## src/rtl/univ_shift_register_pkg.sv

```systemverilog
// rtl/univ_shift_register_pkg.sv - opcode and state definitions shared by the universal shift register
package univ_shift_pkg;

    localparam logic [2:0] OP_NOP   = 3'b000;
    localparam logic [2:0] OP_LOAD  = 3'b001;
    localparam logic [2:0] OP_CLEAR = 3'b010;
    localparam logic [2:0] OP_SHL   = 3'b011;
    localparam logic [2:0] OP_SHR   = 3'b100;
    localparam logic [2:0] OP_ROL   = 3'b101;
    localparam logic [2:0] OP_ROR   = 3'b110;
    localparam logic [2:0] OP_ASR   = 3'b111;

    typedef enum logic [1:0] {
        ST_IDLE = 2'd0,
        ST_RUN  = 2'd1,
        ST_DONE = 2'd2
    } state_e;

    // NOP, LOAD and CLEAR finish on the start edge; everything else steps amt times.
    function automatic logic is_shift_op(input logic [2:0] op);
        return (op != OP_NOP) && (op != OP_LOAD) && (op != OP_CLEAR);
    endfunction

endpackage

```

## src/rtl/univ_shift_register_if.sv

```systemverilog
// rtl/univ_shift_register_if.sv - command/data bundle between a controller and the shift register
interface univ_shift_register_if #(
    parameter int N  = 4,
    parameter int AW = 3
);
    logic          start;
    logic [2:0]    op;
    logic [AW-1:0] amt;
    logic [N-1:0]  D;
    logic          sin;
    logic [N-1:0]  Q;
    logic          sout_msb;
    logic          sout_lsb;
    logic          busy;
    logic          done;

    modport master (
        output start, op, amt, D, sin,
        input  Q, sout_msb, sout_lsb, busy, done
    );

    modport slave (
        input  start, op, amt, D, sin,
        output Q, sout_msb, sout_lsb, busy, done
    );
endinterface

```

## src/rtl/univ_shift_register_shift_step.sv

```systemverilog
// rtl/univ_shift_register_shift_step.sv - one combinational shift/rotate step of the register value
module usr_shift_step
    import univ_shift_pkg::*;
#(
    parameter int N = 4
) (
    input  logic [N-1:0] q,
    input  logic [2:0]   op,
    input  logic         sin,
    output logic [N-1:0] q_next
);

    always_comb begin
        q_next = q;
        case (op)
            OP_SHL:  q_next = {q[N-2:0], sin};
            OP_SHR:  q_next = {sin, q[N-1:1]};
            OP_ROL:  q_next = {q[N-2:0], q[N-1]};
            OP_ROR:  q_next = {q[0], q[N-1:1]};
            OP_ASR:  q_next = {q[N-1], q[N-1:1]};
            default: q_next = q;
        endcase
    end

endmodule

```

## src/rtl/univ_shift_register.sv

```systemverilog
// rtl/univ_shift_register.sv - N-bit universal register with load/clear and multi-cycle shifts/rotates
module univ_shift_register
    import univ_shift_pkg::*;
#(
    parameter int N  = 4,
    parameter int AW = 3
) (
    input logic                   clk,
    input logic                   clr_n,
    univ_shift_register_if.slave  bus
);

    state_e        state_q, state_d;
    logic [N-1:0]  q_q, q_d;
    logic [AW-1:0] rem_q, rem_d;
    logic [2:0]    op_q, op_d;
    logic          busy_q, busy_d;
    logic          done_q, done_d;

    logic [2:0]    step_op;
    logic [N-1:0]  step_q;

    // The start edge steps with the live opcode; RUN steps with the latched one.
    assign step_op = (state_q == ST_IDLE) ? bus.op : op_q;

    usr_shift_step #(.N(N)) u_step (
        .q      (q_q),
        .op     (step_op),
        .sin    (bus.sin),
        .q_next (step_q)
    );

    always_comb begin
        state_d = state_q;
        q_d     = q_q;
        rem_d   = rem_q;
        op_d    = op_q;
        case (state_q)
            ST_IDLE: begin
                if (bus.start) begin
                    op_d    = bus.op;
                    rem_d   = '0;
                    state_d = ST_DONE;
                    if (bus.op == OP_LOAD) begin
                        q_d = bus.D;
                    end else if (bus.op == OP_CLEAR) begin
                        q_d = '0;
                    end else if (is_shift_op(bus.op) && (bus.amt != '0)) begin
                        q_d   = step_q;
                        rem_d = bus.amt - AW'(1);
                        if (bus.amt != AW'(1)) begin
                            state_d = ST_RUN;
                        end
                    end
                end
            end
            ST_RUN: begin
                q_d   = step_q;
                rem_d = rem_q - AW'(1);
                if (rem_q == AW'(1)) begin
                    state_d = ST_DONE;
                end
            end
            ST_DONE: begin
                state_d = ST_IDLE;
            end
            default: begin
                state_d = ST_IDLE;
            end
        endcase
        busy_d = (state_d != ST_IDLE);
        done_d = (state_d == ST_DONE);
    end

    always_ff @(posedge clk or negedge clr_n) begin
        if (!clr_n) begin
            state_q <= ST_IDLE;
            q_q     <= '0;
            rem_q   <= '0;
            op_q    <= OP_NOP;
            busy_q  <= 1'b0;
            done_q  <= 1'b0;
        end else begin
            state_q <= state_d;
            q_q     <= q_d;
            rem_q   <= rem_d;
            op_q    <= op_d;
            busy_q  <= busy_d;
            done_q  <= done_d;
        end
    end

    assign bus.Q        = q_q;
    assign bus.sout_msb = q_q[N-1];
    assign bus.sout_lsb = q_q[0];
    assign bus.busy     = busy_q;
    assign bus.done     = done_q;

endmodule

```

## src/flat_wrapper.sv

```systemverilog
// flat-port wrapper written by rule: the top's interface ports become plain ports
module univ_shift_register_flat import univ_shift_pkg::*;
#(
    parameter int N  = 4,
    parameter int AW = 3
)
  (clk, clr_n, bus_start, bus_op, bus_amt, bus_D, bus_sin, bus_Q, bus_sout_msb, bus_sout_lsb, bus_busy, bus_done);
  univ_shift_register_if #(.N(N), .AW(AW)) bus_i ();
  input logic clk;
  input logic clr_n;
  input wire logic [$bits(bus_i.start)-1:0] bus_start;
  input wire logic [$bits(bus_i.op)-1:0] bus_op;
  input wire logic [$bits(bus_i.amt)-1:0] bus_amt;
  input wire logic [$bits(bus_i.D)-1:0] bus_D;
  input wire logic [$bits(bus_i.sin)-1:0] bus_sin;
  output wire logic [$bits(bus_i.Q)-1:0] bus_Q;
  output wire logic [$bits(bus_i.sout_msb)-1:0] bus_sout_msb;
  output wire logic [$bits(bus_i.sout_lsb)-1:0] bus_sout_lsb;
  output wire logic [$bits(bus_i.busy)-1:0] bus_busy;
  output wire logic [$bits(bus_i.done)-1:0] bus_done;
  assign bus_i.start = bus_start;
  assign bus_i.op = bus_op;
  assign bus_i.amt = bus_amt;
  assign bus_i.D = bus_D;
  assign bus_i.sin = bus_sin;
  assign bus_Q = bus_i.Q;
  assign bus_sout_msb = bus_i.sout_msb;
  assign bus_sout_lsb = bus_i.sout_lsb;
  assign bus_busy = bus_i.busy;
  assign bus_done = bus_i.done;
  univ_shift_register #(.N(N), .AW(AW)) u_core (.clk(clk), .clr_n(clr_n), .bus(bus_i));
endmodule
```

## config.mk

```make
export PLATFORM = sky130hd
export DESIGN_NAME = univ_shift_register_flat
export DESIGN_NICKNAME = d
export VERILOG_FILES = /design/src/rtl/univ_shift_register_pkg.sv /design/src/rtl/univ_shift_register_if.sv /design/src/rtl/univ_shift_register_shift_step.sv /design/src/rtl/univ_shift_register.sv /design/src/flat_wrapper.sv
export SDC_FILE = /design/constraint.sdc
export NUM_CORES = 1
export LEC_CHECK = 0
export BUFFER_PORTS_ARGS = -buffer_cell sky130_fd_sc_hd__buf_2
export CAP_MARGIN = 20
export CORE_ASPECT_RATIO = 1.75
export CORE_MARGIN = 2
export CORE_UTILIZATION = 30
export CTS_BUF_LIST = sky130_fd_sc_hd__clkbuf_8
export DETAILED_ROUTE_END_ITERATION = 16
export SETUP_SLACK_MARGIN = 0.2
export SLEW_MARGIN = 10
export SYNTH_ARGS = -nofsm -noshare
export SYNTH_HDL_FRONTEND = slang
export SYNTH_SLANG_ARGS = --single-unit
```

## constraint.sdc

```tcl
create_clock -name clk -period 2.2 [get_ports clk]
set_clock_uncertainty 0.2 [all_clocks]
set_input_delay 0.22 -clock clk [delete_from_list [all_inputs] [get_ports clk]]
set_output_delay 0.22 -clock clk [all_outputs]
set_load 0.005 [all_outputs]
```

# Word-level counts from Yosys, hierarchy flattened

Cells that the tools add are included.

Register bits: 14
Input port bits: 14
Output and inout bits: 8
Word-level logic and storage cells: 53

$add $sub $neg: 2
Eq/ne operators: 15
Muxes and demuxes: 19
Reduce and logical (&&, ||, !) cells: 11

Operator list:

| cell                                             | number |
|---|---|
| case mux 4 bit (5 select lines)                  | 1 |
| 2-to-1 mux 4 bit                                 | 4 |
| 2-to-1 mux 3 bit                                 | 5 |
| == test 3 bit, second input constant             | 4 |
| 2-to-1 mux 2 bit                                 | 6 |
| case mux 4 bit (2 select lines)                  | 1 |
| == test 3 x 1 -> 1 bit, second input constant    | 2 |
| == test 3 x 2 -> 1 bit, second input constant    | 2 |
| != test 3 x 1 -> 1 bit, second input constant    | 2 |
| case mux 3 bit (2 select lines)                  | 1 |
| nonzero test 3 bit                               | 2 |
| subtractor 3 x 1 -> 3 bit, second input constant | 2 |
| != test 4 bit, second input constant             | 1 |
| case mux 2 bit (2 select lines)                  | 1 |
| AND reduction 2 bit                              | 2 |
| nonzero test 2 bit                               | 2 |
| logical AND 1 bit                                | 3 |
| != test 3 x 2 -> 1 bit, second input constant    | 1 |
| AND reduction 3 bit                              | 1 |
| == test 2 x 1 -> 1 bit, second input constant    | 1 |
| == test 2 bit, second input constant             | 1 |
| zero test 2 bit                                  | 1 |
| != test 2 bit, second input constant             | 1 |

# Depth between registers and ports, before layout

Depth in word-level cells: 10
Mapped depth: 7
Mapped depth without buffers: 7

# Hierarchy

Synthesis repeated with hierarchy kept, for this count alone.

Cells, all modules: 100
Area total of the unflattened synthesis: 1007.2 µm²

Modules (own cells, without submodules):

| module              | times used | cells each | area each (µm²) | sequential area each (µm²) |
|---|---|---|---|---|
| univ_shift_register | 1          | 71         | 807.0           | 350.3 |
| usr_shift_step      | 1          | 29         | 200.2           | 0.0 |

# Worst setup path before layout

Ideal clock, no wire load.

Path type: register to register
From: register u_core.state_q[0]
To: register u_core.q_q[3] (netlist: u_core.bus.Q[3])
Setup time: 127 ps
Arrival time: 1621 ps
Required time: 1873 ps
Path slack: 253 ps
Stages on the path, launching flop included: 7
Clock period less this slack: 1947 ps
Cells stage by stage: dfrtp_1 > or2_2 > clkbuf_1 > mux2i_1 > mux2_2 > a221oi_2 > o21ai_1

Cells in the longest elaborated chain, start to end: 9
Elaborated cells between the ends (all ways): 18

RTL lines:

| item                                                           | RTL line                                             | text |
|---|---|---|
| from (decl)                                                    | univ_shift_register.sv:13                            | `state_e state_q, state_d;` |
| from (signal assigned)                                         | univ_shift_register.sv:84                            | `state_q <= state_d;` |
| zero test 2 bit                                                | univ_shift_register.sv:24, univ_shift_register.sv:38 |  |
| 2-to-1 mux 3 bit                                               | univ_shift_register.sv:24                            | `assign step_op = (state_q == ST_IDLE) ? bus.op : op_q;` |
| == test 3 bit / == test 3 x 2 -> 1 bit (equally long branches) | univ_shift_register_shift_step.sv:15                 | `case (op)` |
| case mux 4 bit (5 select lines)                                | univ_shift_register_shift_step.sv:15                 |  |
| 2-to-1 mux 4 bit                                               | univ_shift_register.sv:48                            | `end else if (is_shift_op(bus.op) && (bus.amt != '0)) begin` |
| 2-to-1 mux 4 bit                                               | univ_shift_register.sv:46                            | `end else if (bus.op == OP_CLEAR) begin` |
| 2-to-1 mux 4 bit                                               | univ_shift_register.sv:44                            | `if (bus.op == OP_LOAD) begin` |
| 2-to-1 mux 4 bit                                               | univ_shift_register.sv:40                            | `if (bus.start) begin` |
| case mux 4 bit (2 select lines)                                | univ_shift_register.sv:38                            | `case (state_q)` |
| to (signal assigned)                                           | univ_shift_register.sv:85                            | `q_q <= q_d;` |
| to (decl)                                                      | univ_shift_register.sv:14                            | `logic [N-1:0] q_q, q_d;` |

Parallel ways exist; a longest one is shown, timed or not. The select of a mux whose other input is x is not followed.
A chain may end at the register's enable or synchronous reset.

# Worst setup path after layout

Ends and elaborated chain as after synthesis.

==> flow_metrics.env <==
export IMPL_status="finished clean"
export IMPL_die_y_microns=82.5
export IMPL_async_reset_ff_share_pct=100
export IMPL_clock_sinks=14
export IMPL_initial_core_util_pct=31.4
export IMPL_swShare_pct=40.8
export IMPL_diodes=0
export IMPL_dp_final_hpwl_mm=2.13
export IMPL_io_pins=22
export IMPL_syn_area_per_cell_sq_um=8.88
export IMPL_switchingPower_uw=687
export IMPL_grt_pass1_wl_mm=4.50
export IMPL_final_cells=188
export IMPL_power_internal_uw=996
export IMPL_p_leak_uw=0.000595
export IMPL_synth_largest_area_cell="dfrtp_1"
export IMPL_drv_slew=0
export IMPL_die_area_sq_um=4030
export IMPL_clkPwrFrac_pct=15.3
export IMPL_synthCells=119
export IMPL_synth_edf_count=0
export IMPL_pwr_share_comb_pct=54.4
export IMPL_multiInputGateArea_sq_um=647
export IMPL_area_growth_pct=23.0
export IMPL_rsz0062_at_grt="yes"
export IMPL_min_period_ps=1970
export IMPL_antenna_found_initial=0
export IMPL_coreArea_sq_um=3360
export IMPL_root_buffer="clkbuf_8"
export IMPL_yosys_cell_count_top_type="dfrtp_1"
export IMPL_yosysSeqAreaShare_pct=33.1
export IMPL_nets=163
export IMPL_fmax_mhz=507
export IMPL_yosys_most_used_dff="dfrtp_1"
export IMPL_dpl_cell_count=181
export IMPL_n_fill_cell=364
export IMPL_synth_area_top_cells="dfrtp_1 33%, ha_1 5.9%, mux2_2 5.3%, o21ai_0 5.2%, a22oi_1 3.6%"
export IMPL_syn_num_nets=138
export IMPL_cts_tree="yes"
export IMPL_period_share_pct=89.6
export IMPL_grt_usage_pct=14.7
export IMPL_synth_top_cell_area_share_pct=33.1
export IMPL_grt_overflow=0
export IMPL_pwr_density_cell_nw_per_um2=1290
export IMPL_layout_drive_gt1_share_pct=33.6
export IMPL_cts_buffer_depth=2
export IMPL_drv_cap=0
export IMPL_start_kind="register"
export IMPL_tns_ps=0
export IMPL_ir_worst_vdd_mv=0.653
export IMPL_grt_pass1_vias=1003
export IMPL_drc=0
export IMPL_die_w_microns=48.9
export IMPL_p_seq_share_pct=30.2
export IMPL_dr_total_vias=967
export IMPL_ys_ff_latch=14
export IMPL_finalHoldViolations=0
export IMPL_hp_class="in2reg"
export IMPL_mappedNetlistArea_sq_um=1060
export IMPL_final_antenna_net_count=0
export IMPL_io_buffers=21
export IMPL_post_place_ws_ps=138
export IMPL_synth_top_cells_by_count="14 x dfrtp_1, 11 x o21ai_0, 10 x nor2_1"
export IMPL_slew_headroom_pct=72.5
export IMPL_wl_per_cell_microns=14.3
export IMPL_timing_final_ws_setup_ps=229
export IMPL_insertion_delay_ps=250
export IMPL_drt_initial_drc_count=11
export IMPL_crit_arrival_ps=1900
export IMPL_tightest_slew_ps=408
export IMPL_ys_types=42
export IMPL_setup_worst_path_class="reg2reg"
export IMPL_finalSetupViolations=0
export IMPL_yosysWarnings=0
export IMPL_viasPerCell=5.14
export IMPL_end_kind="register"
export IMPL_h_tree_depth=1
export IMPL_drt_pass1_iterations=4
export IMPL_required_ps=2130
export IMPL_clk_pin_slew_worst_paths_ps=60
export IMPL_totalWireLength_mm=2.69
export IMPL_fp_row_count=28
export IMPL_numCtsBuffers=3
export IMPL_place_congestion=0.764
export IMPL_critPathMaxFanout=6
export IMPL_register_area_sq_um=352
export IMPL_grt_max_degree=15
-- stage by stage --
stage                     utilization [%]  total power (uW)  area, sq um  hold WS [ps]
after floorplan                         -              1110         1060          -276
after global placement               35.6              1330         1200         -66.3
after detailed placement             35.6              1350         1200         -57.4
after CTS                            37.9              1640         1280          11.6
after global routing                 38.7              1830         1300          34.8
final                                38.7              1680         1300          10.1
-- layer usage --
layer | routed length [microns] | global-route usage [%] | share of wire [%] | up-vias
li1 | - | - | - | 475
met1 | 971 | 13.8 | 36 | 473
met2 | 1590 | 29.6 | 59 | 12
met3 | 43 | 1.80 | 1.6 | 7
met4 | 82 | 9.14 | 3.1 | 0
met5 | 0 | 0 | 0 | -
-- layout by cell type, fill, tap and decap left out, drive strengths merged, types with 2 or more instances in the layout --
master	instances
buf	27
or2	2
mux2i	2
inv	8
a21oi	7
nand2	6
nor2	10
mux2	5
nor4b	2
a22oi	5
and3	2
o21ai	12
ha	5
clkbuf	4
dfrtp	14
xnor2	3
or3b	2
a31oi	2
nand3	5
nand4	2
nand3b	3
-- state kept, by name, summed over array words and instances (netlist names) --
| signal | flops |
|---|---|
| u_core.rem_q | 3 |
| u_core.op_q | 3 |
| u_core.state_q | 2 |
| u_core.bus.done | 1 |
| u_core.bus.Q | 4 |
| u_core.bus.busy | 1 |
-- worst max-delay path: stages, from the launching register on --
cell and delay (ps):
dfrtp_2 440, or3b_4 410, a221o_1 340, and3_4 190, a221oi_2 180, o21ai_1 80
-- path summary, 6_finish.rpt --
check	start	endpoint	slack (ps)	cells past startpoint
max in group asynchronous	clr_n	u_core.state_q[0]	1330	2
min in group asynchronous	clr_n	u_core.rem_q[2]	200	2
worst min-delay path	bus_D[1]	u_core.bus.Q[1]	10	3
worst min register to register	u_core.rem_q[1]	u_core.rem_q[1]	300	2
worst max-delay path	u_core.state_q[0]	u_core.bus.Q[3]	230	5
worst max register to register	u_core.state_q[0]	u_core.bus.Q[3]	230	5
-- logic make-up (layout without fill, tap and decap cells) --
family / after synthesis / in the layout / share of synthesized area, %
flip-flops: 14 / 14 / 33.1
XOR/XNOR: 3 / 3 / 2.49
buffers and inverters: 16 / 40 / 7.69
AO/OA/AOI/OAI: 34 / 34 / 20.7
AND/OR/NAND/NOR: 40 / 40 / 22.8
multiplexers: 7 / 7 / 7.22
adder cells (fa/ha/maj): 5 / 5 / 5.92
-- power by group through the flow --
stage | clock network, uW | logic, uW | registers, uW
finish | 258 | 916 | 509
global route | 276 | 1030 | 528
CTS | 260 | 877 | 504
detailed placement | 0 | 844 | 508
global placement | 0 | 825 | 503
floorplan | 0 | 629 | 477
-- final cells by class --
type	instances	area share [%]
inverter	8	2.31
timing repair buffer	28	12.3
sequential	14	27.0
tap	45	4.33
clock buffer	4	4.23
multi-input combinational	89	49.8
-- what timing repair did --
action,in CTS,in global routing
gates resized for setup,2,5
pin swaps,0,2
hold buffers,1,0
gates cloned,0,0
endpoints found under the hold margin,14,0
setup buffers,1,1
setup endpoints to repair,3,4
Power figures use the tool's default switching activity.
